## config.mk

```make
export PLATFORM = sky130hd
export DESIGN_NAME = control_unit
export DESIGN_NICKNAME = d
export VERILOG_FILES = /design/src/rtl/cpu_defs.sv /design/src/rtl/opcode_decode.sv /design/src/rtl/control_unit.sv
export SDC_FILE = /design/constraint.sdc
export NUM_CORES = 1
export LEC_CHECK = 0
export BUFFER_PORTS_ARGS = -buffer_cell sky130_fd_sc_hd__buf_2
export CAP_MARGIN = 25
export CORE_MARGIN = 3
export CORE_UTILIZATION = 31
export DETAILED_ROUTE_END_ITERATION = 12
export HOLD_SLACK_MARGIN = 0.12
export MAX_ROUTING_LAYER = met4
export PLACE_DENSITY = 0.66
export REMOVE_ABC_BUFFERS = 1
export SLEW_MARGIN = 20
export SYNTH_ARGS = -nofsm -noshare
export SYNTH_HDL_FRONTEND = slang
export SYNTH_HIERARCHICAL = 1
export SYNTH_SLANG_ARGS = --single-unit
```

## constraint.sdc

```tcl
create_clock -name clock -period 5.6 [get_ports clock]
set_input_delay 0.28 -clock clock [delete_from_list [all_inputs] [get_ports clock]]
set_output_delay 0.28 -clock clock [all_outputs]
set_load 0.005 [all_outputs]
```

## src/rtl/cpu_defs.sv

```systemverilog
// Shared CPU definitions: opcodes, ALU add code, sequencer states, decode
// classes and the control-strobe bundle driven into DataPath.
package cpu_defs;

   localparam logic [4:0] OP_LD   = 5'b00000, OP_LDI  = 5'b00001, OP_ST   = 5'b00010;
   localparam logic [4:0] OP_ADD  = 5'b00011, OP_SUB  = 5'b00100, OP_AND  = 5'b00101;
   localparam logic [4:0] OP_OR   = 5'b00110, OP_ROR  = 5'b00111, OP_ROL  = 5'b01000;
   localparam logic [4:0] OP_SHR  = 5'b01001, OP_SHRA = 5'b01010, OP_SHL  = 5'b01011;
   localparam logic [4:0] OP_ADDI = 5'b01100, OP_ANDI = 5'b01101, OP_ORI  = 5'b01110;
   localparam logic [4:0] OP_DIV  = 5'b01111, OP_MUL  = 5'b10000, OP_NEG  = 5'b10001;
   localparam logic [4:0] OP_NOT  = 5'b10010, OP_BR   = 5'b10011, OP_JAL  = 5'b10100;
   localparam logic [4:0] OP_JR   = 5'b10101, OP_IN   = 5'b10110, OP_OUT  = 5'b10111;
   localparam logic [4:0] OP_MFLO = 5'b11000, OP_MFHI = 5'b11001, OP_NOP  = 5'b11010;
   localparam logic [4:0] OP_HALT = 5'b11011;

   // ALU code used for address, branch-target and PC-increment arithmetic
   localparam logic [4:0] ALU_ADD = OP_ADD;

   typedef enum logic [3:0] {
      ST_RESET, ST_T0, ST_T1, ST_T2, ST_T3, ST_T4, ST_T5, ST_T6, ST_T7, ST_HALT
   } state_e;

   typedef struct packed {
      logic rtype, imm, unary, muldiv, ld, ldi, st, br, jr, jal, io, mf, nop, halt;
   } iclass_t;

   typedef struct packed {
      logic       PCout, PCin, IncPC, MARin, MDRin, MDRout, Read, Write, IRin;
      logic       Gra, Grb, Grc, Rin, Rout, BAout, Cout, jal_flag;
      logic       Yin, Zin, ZLowOut, ZHighOut, HIin, LOin, HIout, LOout, CONin;
      logic       InPortOut, OutPortIn;
      logic [4:0] alu_op;
      logic       clear, run;
   } ctrl_t;

   // Immediate forms reuse the register-form ALU operation
   function automatic logic [4:0] imm_alu(input logic [4:0] op);
      case (op)
         OP_ANDI: imm_alu = OP_AND;
         OP_ORI:  imm_alu = OP_OR;
         default: imm_alu = ALU_ADD;
      endcase
   endfunction

endpackage

```

## src/rtl/opcode_decode.sv

```systemverilog
// Maps the 5-bit opcode to a one-hot instruction class used for sequencing.
module opcode_decode
   import cpu_defs::*;
(
   input  logic [4:0] opcode_i,
   output iclass_t    cls_o
);

   always_comb begin
      cls_o = '0;
      case (opcode_i)
         OP_ADD, OP_SUB, OP_AND, OP_OR, OP_ROR, OP_ROL,
         OP_SHR, OP_SHRA, OP_SHL:        cls_o.rtype  = 1'b1;
         OP_ADDI, OP_ANDI, OP_ORI:       cls_o.imm    = 1'b1;
         OP_NEG, OP_NOT:                 cls_o.unary  = 1'b1;
         OP_DIV, OP_MUL:                 cls_o.muldiv = 1'b1;
         OP_LD:                          cls_o.ld     = 1'b1;
         OP_LDI:                         cls_o.ldi    = 1'b1;
         OP_ST:                          cls_o.st     = 1'b1;
         OP_BR:                          cls_o.br     = 1'b1;
         OP_JR:                          cls_o.jr     = 1'b1;
         OP_JAL:                         cls_o.jal    = 1'b1;
         OP_IN, OP_OUT:                  cls_o.io     = 1'b1;
         OP_MFLO, OP_MFHI:               cls_o.mf     = 1'b1;
         OP_HALT:                        cls_o.halt   = 1'b1;
         OP_NOP:                         cls_o.nop    = 1'b1;
         // unassigned opcodes behave as nop
         default:                        cls_o.nop    = 1'b1;
      endcase
   end

endmodule

```

## src/rtl/control_unit.sv

```systemverilog
// Hardwired Moore sequencer: shared fetch T0-T2, class-specific execute T3-T7,
// strobes decoded from the registered state and the IR.
module control_unit
   import cpu_defs::*;
#(
   parameter logic [4:0] ADD_OP = ALU_ADD
)(
   input  logic        clock,
   input  logic        reset,
   input  logic        stop,
   input  logic [31:0] ir,
   input  logic        con_ff,
   output logic        PCout, PCin, IncPC, MARin, MDRin, MDRout, Read, Write, IRin,
   output logic        Gra, Grb, Grc, Rin, Rout, BAout, Cout, jal_flag,
   output logic        Yin, Zin, ZLowOut, ZHighOut, HIin, LOin, HIout, LOout, CONin,
   output logic        InPortOut, OutPortIn,
   output logic [4:0]  alu_op,
   output logic        clear,
   output logic        run
);

   state_e     state_q, state_d;
   logic       stop_pend_q;
   logic       end_instr;
   iclass_t    cls;
   ctrl_t      c;
   logic [4:0] op;
   logic       unused_ir;

   assign op        = ir[31:27];
   assign unused_ir = ^ir[26:0];

   opcode_decode u_dec (.opcode_i(op), .cls_o(cls));

   always_comb begin
      state_d   = state_q;
      end_instr = 1'b0;
      case (state_q)
         ST_RESET: end_instr = 1'b1;
         ST_T0:    state_d = ST_T1;
         ST_T1:    state_d = ST_T2;
         ST_T2:    state_d = ST_T3;
         ST_T3:    if (cls.halt) state_d = ST_HALT;
                   else if (cls.jr | cls.io | cls.mf | cls.nop) end_instr = 1'b1;
                   else state_d = ST_T4;
         ST_T4:    if (cls.unary | cls.jal) end_instr = 1'b1; else state_d = ST_T5;
         ST_T5:    if (cls.rtype | cls.imm | cls.ldi) end_instr = 1'b1; else state_d = ST_T6;
         ST_T6:    if (cls.muldiv | cls.br) end_instr = 1'b1; else state_d = ST_T7;
         ST_T7:    end_instr = 1'b1;
         ST_HALT:  state_d = ST_HALT;
         default:  state_d = ST_RESET;
      endcase
      // a stop seen at any point is honoured at the next instruction boundary
      if (end_instr) state_d = (stop | stop_pend_q) ? ST_HALT : ST_T0;
   end

   always_ff @(posedge clock) begin
      if (reset) begin
         state_q     <= ST_RESET;
         stop_pend_q <= 1'b0;
      end else begin
         state_q     <= state_d;
         stop_pend_q <= stop_pend_q | stop;
      end
   end

   always_comb begin
      c = '0;
      case (state_q)
         ST_RESET: c.clear = 1'b1;
         ST_HALT:  ;
         ST_T0: begin c.PCout = 1'b1; c.MARin = 1'b1; c.IncPC = 1'b1; c.Zin = 1'b1; c.alu_op = ADD_OP; end
         ST_T1: begin c.ZLowOut = 1'b1; c.PCin = 1'b1; c.Read = 1'b1; c.MDRin = 1'b1; end
         ST_T2: begin c.MDRout = 1'b1; c.IRin = 1'b1; end
         ST_T3: begin
            if (cls.rtype | cls.imm) begin c.Grb = 1'b1; c.Rout = 1'b1; c.Yin = 1'b1; end
            if (cls.unary)  begin c.Grb = 1'b1; c.Rout = 1'b1; c.Zin = 1'b1; c.alu_op = op; end
            if (cls.muldiv) begin c.Gra = 1'b1; c.Rout = 1'b1; c.Yin = 1'b1; end
            if (cls.ld | cls.ldi | cls.st) begin c.Grb = 1'b1; c.BAout = 1'b1; c.Yin = 1'b1; end
            if (cls.br)  begin c.Gra = 1'b1; c.Rout = 1'b1; c.CONin = 1'b1; end
            if (cls.jr)  begin c.Gra = 1'b1; c.Rout = 1'b1; c.PCin = 1'b1; end
            if (cls.jal) begin c.PCout = 1'b1; c.Rin = 1'b1; c.jal_flag = 1'b1; end
            if (cls.io) begin
               c.Gra = 1'b1;
               if (op == OP_IN) begin c.InPortOut = 1'b1; c.Rin = 1'b1; end
               else begin c.Rout = 1'b1; c.OutPortIn = 1'b1; end
            end
            if (cls.mf) begin
               c.Gra = 1'b1; c.Rin = 1'b1;
               if (op == OP_MFLO) c.LOout = 1'b1; else c.HIout = 1'b1;
            end
         end
         ST_T4: begin
            if (cls.rtype)  begin c.Grc = 1'b1; c.Rout = 1'b1; c.Zin = 1'b1; c.alu_op = op; end
            if (cls.imm)    begin c.Cout = 1'b1; c.Zin = 1'b1; c.alu_op = imm_alu(op); end
            if (cls.unary)  begin c.ZLowOut = 1'b1; c.Gra = 1'b1; c.Rin = 1'b1; end
            if (cls.muldiv) begin c.Grb = 1'b1; c.Rout = 1'b1; c.Zin = 1'b1; c.alu_op = op; end
            if (cls.ld | cls.ldi | cls.st) begin c.Cout = 1'b1; c.Zin = 1'b1; c.alu_op = ADD_OP; end
            if (cls.br)     begin c.PCout = 1'b1; c.Yin = 1'b1; end
            if (cls.jal)    begin c.Gra = 1'b1; c.Rout = 1'b1; c.PCin = 1'b1; end
         end
         ST_T5: begin
            if (cls.rtype | cls.imm | cls.ldi) begin c.ZLowOut = 1'b1; c.Gra = 1'b1; c.Rin = 1'b1; end
            if (cls.muldiv)     begin c.ZLowOut = 1'b1; c.LOin = 1'b1; end
            if (cls.ld | cls.st) begin c.ZLowOut = 1'b1; c.MARin = 1'b1; end
            if (cls.br)         begin c.Cout = 1'b1; c.Zin = 1'b1; c.alu_op = ADD_OP; end
         end
         ST_T6: begin
            if (cls.muldiv) begin c.ZHighOut = 1'b1; c.HIin = 1'b1; end
            if (cls.ld)     begin c.Read = 1'b1; c.MDRin = 1'b1; end
            if (cls.st)     begin c.Gra = 1'b1; c.Rout = 1'b1; c.MDRin = 1'b1; end
            if (cls.br)     begin c.ZLowOut = 1'b1; c.PCin = con_ff; end
         end
         ST_T7: begin
            if (cls.ld) begin c.MDRout = 1'b1; c.Gra = 1'b1; c.Rin = 1'b1; end
            if (cls.st) c.Write = 1'b1;
         end
         default: ;
      endcase
      c.run = (state_q != ST_RESET) && (state_q != ST_HALT);
   end

   assign {PCout, PCin, IncPC, MARin, MDRin, MDRout, Read, Write, IRin,
           Gra, Grb, Grc, Rin, Rout, BAout, Cout, jal_flag,
           Yin, Zin, ZLowOut, ZHighOut, HIin, LOin, HIout, LOout, CONin,
           InPortOut, OutPortIn, alu_op, clear, run} = c;

endmodule

```

==> impl_results.md, run 1 <==
- Run status: complete, no violations
- Mux share of post-synthesis cell area: 1.73%
- Clock-pin slew on the worst setup and hold paths: 30 ps
- GRT Util Overall: 15.4%
- Final core occ: 40.5%
- Area Overhead vs Synth: 21.7%
- Final hold violations: 0
- Synth Area in Simple Gates: 56.2%
- LEAKAGE: 0.652 nW
- Final period util: 46.7%
- WS Path Type: reg -> out
- Syn_area_per_cell: 6.35 sq um
- CP max-delay cell: dfxtp_1
- Hpwl dp: 2540 microns
- Vias in the first global route: 1,146
- Setup crit end kind: primary output
- Main combinational cell family by area after synthesis: simple AND/OR/NAND/NOR gates
- Yosys cell types: 50
- Pint: 0.000123 W
- I/O Pins: 71
- Post-Synth Adder-Cell Area: 0%
- Initial Util: 33.3%
- Max IR drop VDD: 0.0000593 V
- Drt total wl: 3470 microns
- Part of the power in the clock network: 33.6%
- CTS Root Cell: clkbuf_8
- Switching Fraction: 36.7%
- Final non-filler cell total: 260
- Fillcell total: 421
- Synth Area in XOR/XNOR: 2.28%
- Max-cap viol count: 0
- First-pass detailed-route iteration total: 4
- # diodes: 0
- First-pass GRT wire length: 5440 microns
- Synth Flop Type: dfxtp_1
- Die Y: 67.0 microns
- Vias per cell: 5.44
- Setup TNS: 0 ps
- Number of synthesized flops with an enable pin: 0
- Flop pwr share: 27.4%
- Initial antenna violation count: 0
- Ys async rst share: 0%
- F_max: 382 MHz
- Post-Syn Instances: 182
- Buf/Inv on CP: 2
- Top cell type's share of synthesized area: 8.67%
- Total gr overflow: 0
- Largest net degree at the start of global routing: 25
- Worst-path cell chain: nor4bb_1, buf_4, a22o_1, or4b_1, buf_2
- Final nets: 251
- Crit path time final: 2620 ps
- Longest Clk Path Bufs: 2
- Initial DRC Count: 44
- Number of port buffers: 43
- H-tree levels: 1
- Clock sink total: 5
- Slew headroom: 49.3%
- Register bit total from synthesis: 5
- Cts bufs inserted: 3
- Post-Syn Area: 1150 sq um
- # resized after CTS: 0
- Crit path arrival time: 2340 ps
- Post-route ant nets: 0
- Detailed-route via count: 1,415
- Post-synth top cells: 23 x nor2_1, 16 x nand2_1, 11 x o21ai_0
- Top delay family on crit path: flip-flops
- Synth top area cells: dfxtp_1 8.7%, nor2_1 7.5%, nand2_1 5.2%
- Worst Clk Skew: 0.667 ps
- Pins Over Slew Limit: 0
- Ratio of cells with drive above 1 in the final layout: 24.8%
- RSZ-0062 raised after global routing: no
- Clock latency on the worst-skew pair: 220 ps
- Die area: 4490 sq um
- Critical path peak fanout: 24
- Crit path launch type: flop
- Compound-cell area share of the yosys netlist: 23.5%
- Final setup vio count: 0
- Worst Hold Class: in -> reg
- Max incr delay on CP: 800 ps
- Seq/Total Area, Yosys: 8.67%
- # DRC: 0
- Core ar.: 3470 sq um
- Wire per inst: 13.3 microns
- Largest area contributor in the netlist: dfxtp_1
- Post-CTS Setup Inserts: 0
- PD cells: 139 nW/um^2
- Placed cells: 255
- Count leader, synth: nor2_1
- Critical Path RT: 5320 ps
- FP Rows: 21
- Hold_buf cts: 0
- Comb power frac: 39.1%
- Die W: 67.0 microns
- CTS tree: done
- Net Switching: 0.0000715 W
- Number of synthesis warnings: 6
- GPL Wtd Cong: 0.816
- Worst Max-Slew Pin Slew: 754 ps
## logic make-up after synthesis
kind of cell,after synthesis
flip-flops,5
AND/OR/NAND/NOR,112
AO/OA/AOI/OAI,41
buffers and inverters,19
multiplexers,2
XOR/XNOR,3
## cell usage in the layout, fill, tap and decap left out, drive strengths merged, types with 4 or more instances in the layout
cell type  instances
nor3              11
nor2b              4
nand2             16
a21oi             10
buf               44
and2               7
dfxtp              5
clkbuf             5
nand3b             4
nand3              7
nor4               7
nand2b             8
or3                5
o21ai             14
nor2              23
## power groups by stage
| stage | sequential [W] | combinational, W | clock, W |
|---|---|---|---|
| CTS | 0.0000527 | 0.0000763 | 0.0000668 |
| floorplan | 0.0000495 | 0.0000471 | 0 |
| detailed placement | 0.0000531 | 0.0000761 | 0 |
| global placement | 0.0000533 | 0.0000754 | 0 |
| global route | 0.0000548 | 0.0000848 | 0.0000693 |
| finish | 0.0000533 | 0.0000760 | 0.0000654 |
## cell type report
type / instances / area [sq um] / area share [%]
clock buffers: 4 / 45.0 / 3.21
inverters: 2 / 7.51 / 0.534
multi-input cells: 158 / 967 / 68.8
flip-flops and latches: 5 / 100 / 7.12
well taps: 46 / 57.6 / 4.10
repair buffers: 45 / 228 / 16.2
## state kept, by name (all words and copies together), names as in the netlist
| signal | count |
|---|---|
| stop_pend_q | 1 |
| state_q | 4 |
## path summary, 6_finish.rpt
| kind | cells past startpoint | slack (ps) | startpoint | to |
|---|---|---|---|---|
| max | 5 | 2980 | state_q[1] | Gra |
| min | 2 | 290 | reset | state_q[0] |
| max reg2reg | 5 | 3260 | state_q[1] | state_q[1] |
| min reg2reg | 2 | 470 | stop_pend_q | stop_pend_q |
## layer usage
metal  vias up  global-route usage (%)  share of wire (%)
met5         -                       -                  0
met4         0                    2.03                  0
met3         0                    2.19                7.6
met2        48                    21.5                 42
met1       634                    23.5                 51
li1        733                       -                  -
## worst register-to-register path: stages (launching register included)
cell and delay [ps]:
dfxtp_1 800, nor4bb_1 130, buf_4 210, a22o_1 290, or4_4 580, nor4_1 240
## per-stage QoR
| step | hold WS, ps | area, sq um | worst slack [ps] | power, W |
|---|---|---|---|---|
| after floorplan | 349 | 1070 | 3250 | 0.0000965 |
| after global placement | 464 | 1360 | 3120 | 0.000129 |
| after detailed placement | 468 | 1360 | 3030 | 0.000129 |
| after CTS | 285 | 1400 | 3020 | 0.000196 |
| after global routing | 290 | 1410 | 2830 | 0.000209 |
| final | 287 | 1410 | 2980 | 0.000195 |
No activity file was read; power rests on OpenSTA's default activity.
==> run 2: changes to the inputs <==
clock period = 2.55 ns   (was 5.6 ns; I/O delays follow)
==> run 2 against run 1 <==
Register-to-register slack worse by 2700 ps. Hold slack got worse by 160 ps. Via count grew 4.6%. Sequential power is 84% higher. Cell count up 3.5%. Sequential cell count is the same. Sequential share of layout area fell by 0.34 points. Clock-buffer cell count unchanged. Total power increased by 130%. Combinational power rose to 2.6 times the previous value. Clock skew about the same. First-iteration DRC count grew 82%. Critical path type is now in -> out. Largest cell class unchanged. Largest power group unchanged.
==> impl_results.md, run 2 (synthesis gave the netlist of run 1 again) <==
- Most frequent cells in the layout: 43 x buf_2, 23 x nor2_1, 16 x nand2_1
- First-pass GRT wire length: 5770 microns
- Final hold violations: 0
- CTS tree: done
- Core ar.: 3470 sq um
- First-pass detailed-route iteration total: 4
- Top flop regs: state_q (4), stop_pend_q (1)
- Max IR drop VDD: 0.000124 V
- Largest Register: state_q
- Post-route ant nets: 0
- WS Path Type: in -> out
- Die area: 4490 sq um
- Worst Max-Slew Pin Slew: 664 ps
- Drt total wl: 3590 microns
- Setup crit end kind: primary output
- Most common cell after layout, fill and taps aside: buf_2
- Final non-filler cell total: 269
- Wire per inst: 13.4 microns
- RSZ-0062 raised after global routing: no
- Slew headroom: 55.4%
- LEAKAGE: 0.700 nW
- Ratio of cells with drive above 1 in the final layout: 27.8%
- FP Rows: 21
- Die W: 67.0 microns
- # DRC: 0
- Hold_buf cts: 0
- Register area: 100 sq um
- Area of the multi-input gates: 967 sq um
- # resized after CTS: 0
- Critical path peak fanout: 15
- Final Power: 0.000440 W
- Clock-pin slew on the worst setup and hold paths: 30 ps
- Crit path launch type: input pin
- Vias per cell: 5.50
- Placed cells: 265
- Setup TNS: 0 ps
- H-tree levels: 1
- Initial DRC Count: 80
- I/O Pins: 71
- GPL Wtd Cong: 0.842
- Pins Over Slew Limit: 0
- # diodes: 0
- Critical Path RT: 2420 ps
- Cts bufs inserted: 3
- Number of port buffers: 43
- Final setup vio count: 0
- Largest net degree at the start of global routing: 17
- Post-CTS Setup Inserts: 0
- Final core occ: 42.5%
- Final nets: 260
- Detailed-route via count: 1,480
- Vias in the first global route: 1,264
- Die Y: 67.0 microns
- Crit path time final: 2210 ps
- Largest register FFs: 4
- Clock sink total: 5
- Area Overhead vs Synth: 27.7%
- Worst Hold Class: in -> reg
- Crit path arrival time: 2080 ps
- Final period util: 86.6%
- Worst Clk Skew: 0.551 ps
- CTS Root Cell: clkbuf_8
- Run status: complete, no violations
- Longest Clk Path Bufs: 2
- Hpwl dp: 2750 microns
- PD cells: 298 nW/um^2
- F_max: 453 MHz
- Fillcell total: 398
- Max-cap viol count: 0
- Initial Util: 33.3%
- Clock latency on the worst-skew pair: 220 ps
- Total gr overflow: 0
- GRT Util Overall: 16.2%
- Initial antenna violation count: 0
[run 2: cell types whose count changed in the layout (fill, tap and decap cells not counted)]
cell,before,now
clkbuf_2,1,0
buf_4,1,11
[run 2: layer usage]
metal,global-route usage (%),part of all wire (%)
met1,23.6,47
met2,23.8,44
met3,2.36,8.6
met4,2.28,0
met5,-,0
[run 2: through the flow]
stage                     setup slack, ps  hold WS, ps  cell area [sq um]
after floorplan                       353          197               1070
after global placement                287          353               1430
after detailed placement              283          355               1430
after CTS                             353          124               1480
after global routing                  172          132               1480
final                                 341          132               1480
[run 2: final timing paths]
check	slack (ps)	start	cells past startpoint	endpoint
max	340	ir[28]	7	Gra
min	130	reset	2	state_q[0]
max reg2reg	590	state_q[2]	5	state_q[3]
min reg2reg	470	stop_pend_q	2	stop_pend_q
[run 2: layout make-up]
class / instances / area share, %
Inverter: 2 / 0.509
Clock buffer: 4 / 3.05
Timing Repair Buffer: 54 / 20.2
Sequential cell: 5 / 6.79
Multi-Input combinational cell: 158 / 65.6
Tap cell: 46 / 3.90
[run 2: worst max-delay path, cell delays in order]
cell     delay, ps
buf_2          250
nand2_1        150
nor3b_1        220
or3_1          380
a22o_1         250
or4b_1         550
buf_2          150
[run 2: power breakdown]
| group | switching, W | internal (W) | leakage (nW) |
|---|---|---|---|
| combinational | 0.000111 | 0.0000872 | 0.636 |
| sequential | 0.0000124 | 0.0000855 | 0.0412 |
| clock | 0.0000366 | 0.000107 | 0.0228 |
| total | 0.000160 | 0.000280 | 0.700 |
==> run 3: changes to the inputs <==
CORE_UTILIZATION = 43   (was 31)
PLACE_DENSITY = 0.85   (was 0.66)
RECOVER_POWER = 50   (was default)
==> run 3 against run 2 <==
Critical path depth did not move. Sequential share of layout area grew 0.23 points. Critical endpoint unchanged. Final area shrank 3.2%. Wire length fell by 6.5%. Cell count decreased by 4.8%. Die area fell by 26%. Global-route usage up 4.9 points. Via count is 0.88% higher. Clock skew is 1.5 ps higher. Register-to-register slack improved by 140 ps. Utilization is 14 points higher. Critical path type unchanged. Fmax increased by 0.35%.
==> impl_results.md, run 3 (synthesis gave the netlist of run 1 again) <==
- Clock-pin slew on the worst setup and hold paths: 50 ps
- # DRC: 0
- Final hold violations: 0
- Vias in the first global route: 1,243
- Ratio of cells with drive above 1 in the final layout: 24.3%
- Pint: 0.000232 W
- F_max: 454 MHz
- Drt total wl: 3360 microns
- Clock sink total: 5
- Part of the power in the clock network: 24.0%
- Worst Hold Class: in -> reg
- Largest net degree at the start of global routing: 24
- Crit path time final: 2200 ps
- Critical path peak fanout: 15
- RR Endpoint: state_q[1]
- Crit path arrival time: 2070 ps
- Worst-case reg-to-reg path depth: 5
- Final Power: 0.000385 W
- Worst Hold End: stop_pend_q
- Pins Over Slew Limit: 0
- Run status: complete, no violations
- GPL Wtd Cong: 0.908
- Most common cell after layout, fill and taps aside: buf_2
- Initial DRC Count: 49
- GRT Util Overall: 21.0%
- Core ar.: 2520 sq um
- Die Y: 57.8 microns
- Initial antenna violation count: 0
- Comb power frac: 53.2%
- R2R Path Start: state_q[1]
- LEAKAGE: 0.676 nW
- Initial Util: 45.8%
- First-pass detailed-route iteration total: 4
- Final nets: 263
- Final period util: 86.3%
- Wire per inst: 13.1 microns
- Setup TNS: 0 ps
- Slew headroom: 55.5%
- Critical Path RT: 2420 ps
- Worst Max-Slew Pin Slew: 661 ps
- Die W: 57.8 microns
- Die area: 3340 sq um
- CTS tree: done
- Final core occ: 56.6%
- Hold path cells: 3
- WS Path Type: in -> out
- Largest Register: state_q
- Crit path launch type: input pin
- # diodes: 0
- Post-route ant nets: 0
- Worst Clk Skew: 2.07 ps
- Number of port buffers: 43
- Net Switching: 0.000154 W
- Beginning of the worst hold path: stop
- H-tree levels: 1
- Final non-filler cell total: 256
- Top flop regs: state_q (4), stop_pend_q (1)
- PD cells: 270 nW/um^2
- Hpwl dp: 2490 microns
- Placed cells: 250
- RSZ-0062 raised after global routing: no
- I/O Pins: 71
- Most frequent cells in the layout: 40 x buf_2, 23 x nor2_1, 16 x nand2_1
- Clock latency on the worst-skew pair: 240 ps
- # resized after CTS: 0
- Longest Clk Path Bufs: 2
- FP Rows: 18
- Post-CTS Setup Inserts: 0
- Switching Fraction: 39.9%
- Detailed-route via count: 1,493
- Setup crit end kind: primary output
- FF-to-FF setup slack: 730 ps
- Area Overhead vs Synth: 23.6%
- Final setup vio count: 0
- CTS Root Cell: clkbuf_4
- Max-cap viol count: 0
- Worst hold slack: 162 ps
- Total gr overflow: 0
- Flop pwr share: 22.8%
- Cts bufs inserted: 3
- Vias per cell: 5.83
- Max IR drop VDD: 0.000178 V
- First-pass GRT wire length: 5600 microns
- Largest register FFs: 4
run 3: cell types whose count changed in the layout (fill, tap and decap cells not counted), moves of 2 or more:
cell	previous run	this run
clkbuf_4	0	3
clkbuf_8	3	0
buf_4	11	9
clkbuf_1	1	6
buf_2	43	40
run 3: worst max-delay path, stage by stage:
cell,delay (ps)
buf_2,250
nand2_1,150
nor3b_1,220
or3_1,390
a22o_1,250
or4b_1,540
buf_2,140
run 3: cell type report:
class                   count  area (sq um)
fillers                   260          1090
repair buffers             57           305
multi-input cells         158           951
flip-flops and latches      5           100
well taps                  30          37.5
clock buffers               4          26.3
inverters                   2          7.51
run 3: power by group through the flow:
| stage | Sequential (W) | Combinational (W) | Clock (W) |
|---|---|---|---|
| final | 0.0000879 | 0.000205 | 0.0000924 |
| after global routing | 0.0000891 | 0.000229 | 0.000100 |
| after CTS | 0.0000880 | 0.000207 | 0.0000948 |
| after detailed placement | 0.0000894 | 0.000205 | 0 |
| after global placement | 0.0000890 | 0.000201 | 0 |
| after floorplan | 0.000109 | 0.000103 | 0 |
run 3: worst max-delay path by stage:
| stage | from | slack [ps] | to | cells after the start |
|---|---|---|---|---|
| 2_1_floorplan | state_q[0] | 350 | alu_op[2] | 4 |
| 3_3_place_gp | ir[28] | 310 | state_q[1] | 7 |
| 3_5_place_dp | ir[28] | 290 | state_q[2] | 7 |
| 4_1_cts | state_q[2] | 280 | alu_op[3] | 5 |
| 5_1_grt | state_q[3] | 200 | Rin | 7 |
| 6_report | ir[28] | 350 | Gra | 7 |
run 3: through the flow:
step / setup slack [ps] / instance area (sq um)
after CTS: 280 / 1450
final: 349 / 1430
after floorplan: 353 / 1070
after detailed placement: 294 / 1420
after global routing: 198 / 1430
after global placement: 313 / 1420
run 3: routing by layer:
metal	vias up	share of wire, %	global-route usage (%)
met5	-	0	-
met4	0	0.42	4.30
met3	2	7.1	1.56
met2	59	48	35.2
met1	678	45	27.8
li1	754	-	-
run 3: repair_timing:
item | CTS | global route
hold buffers | 1 | 0
setup endpoints to repair | 0 | 0
endpoints found under the hold margin | 4 | 0
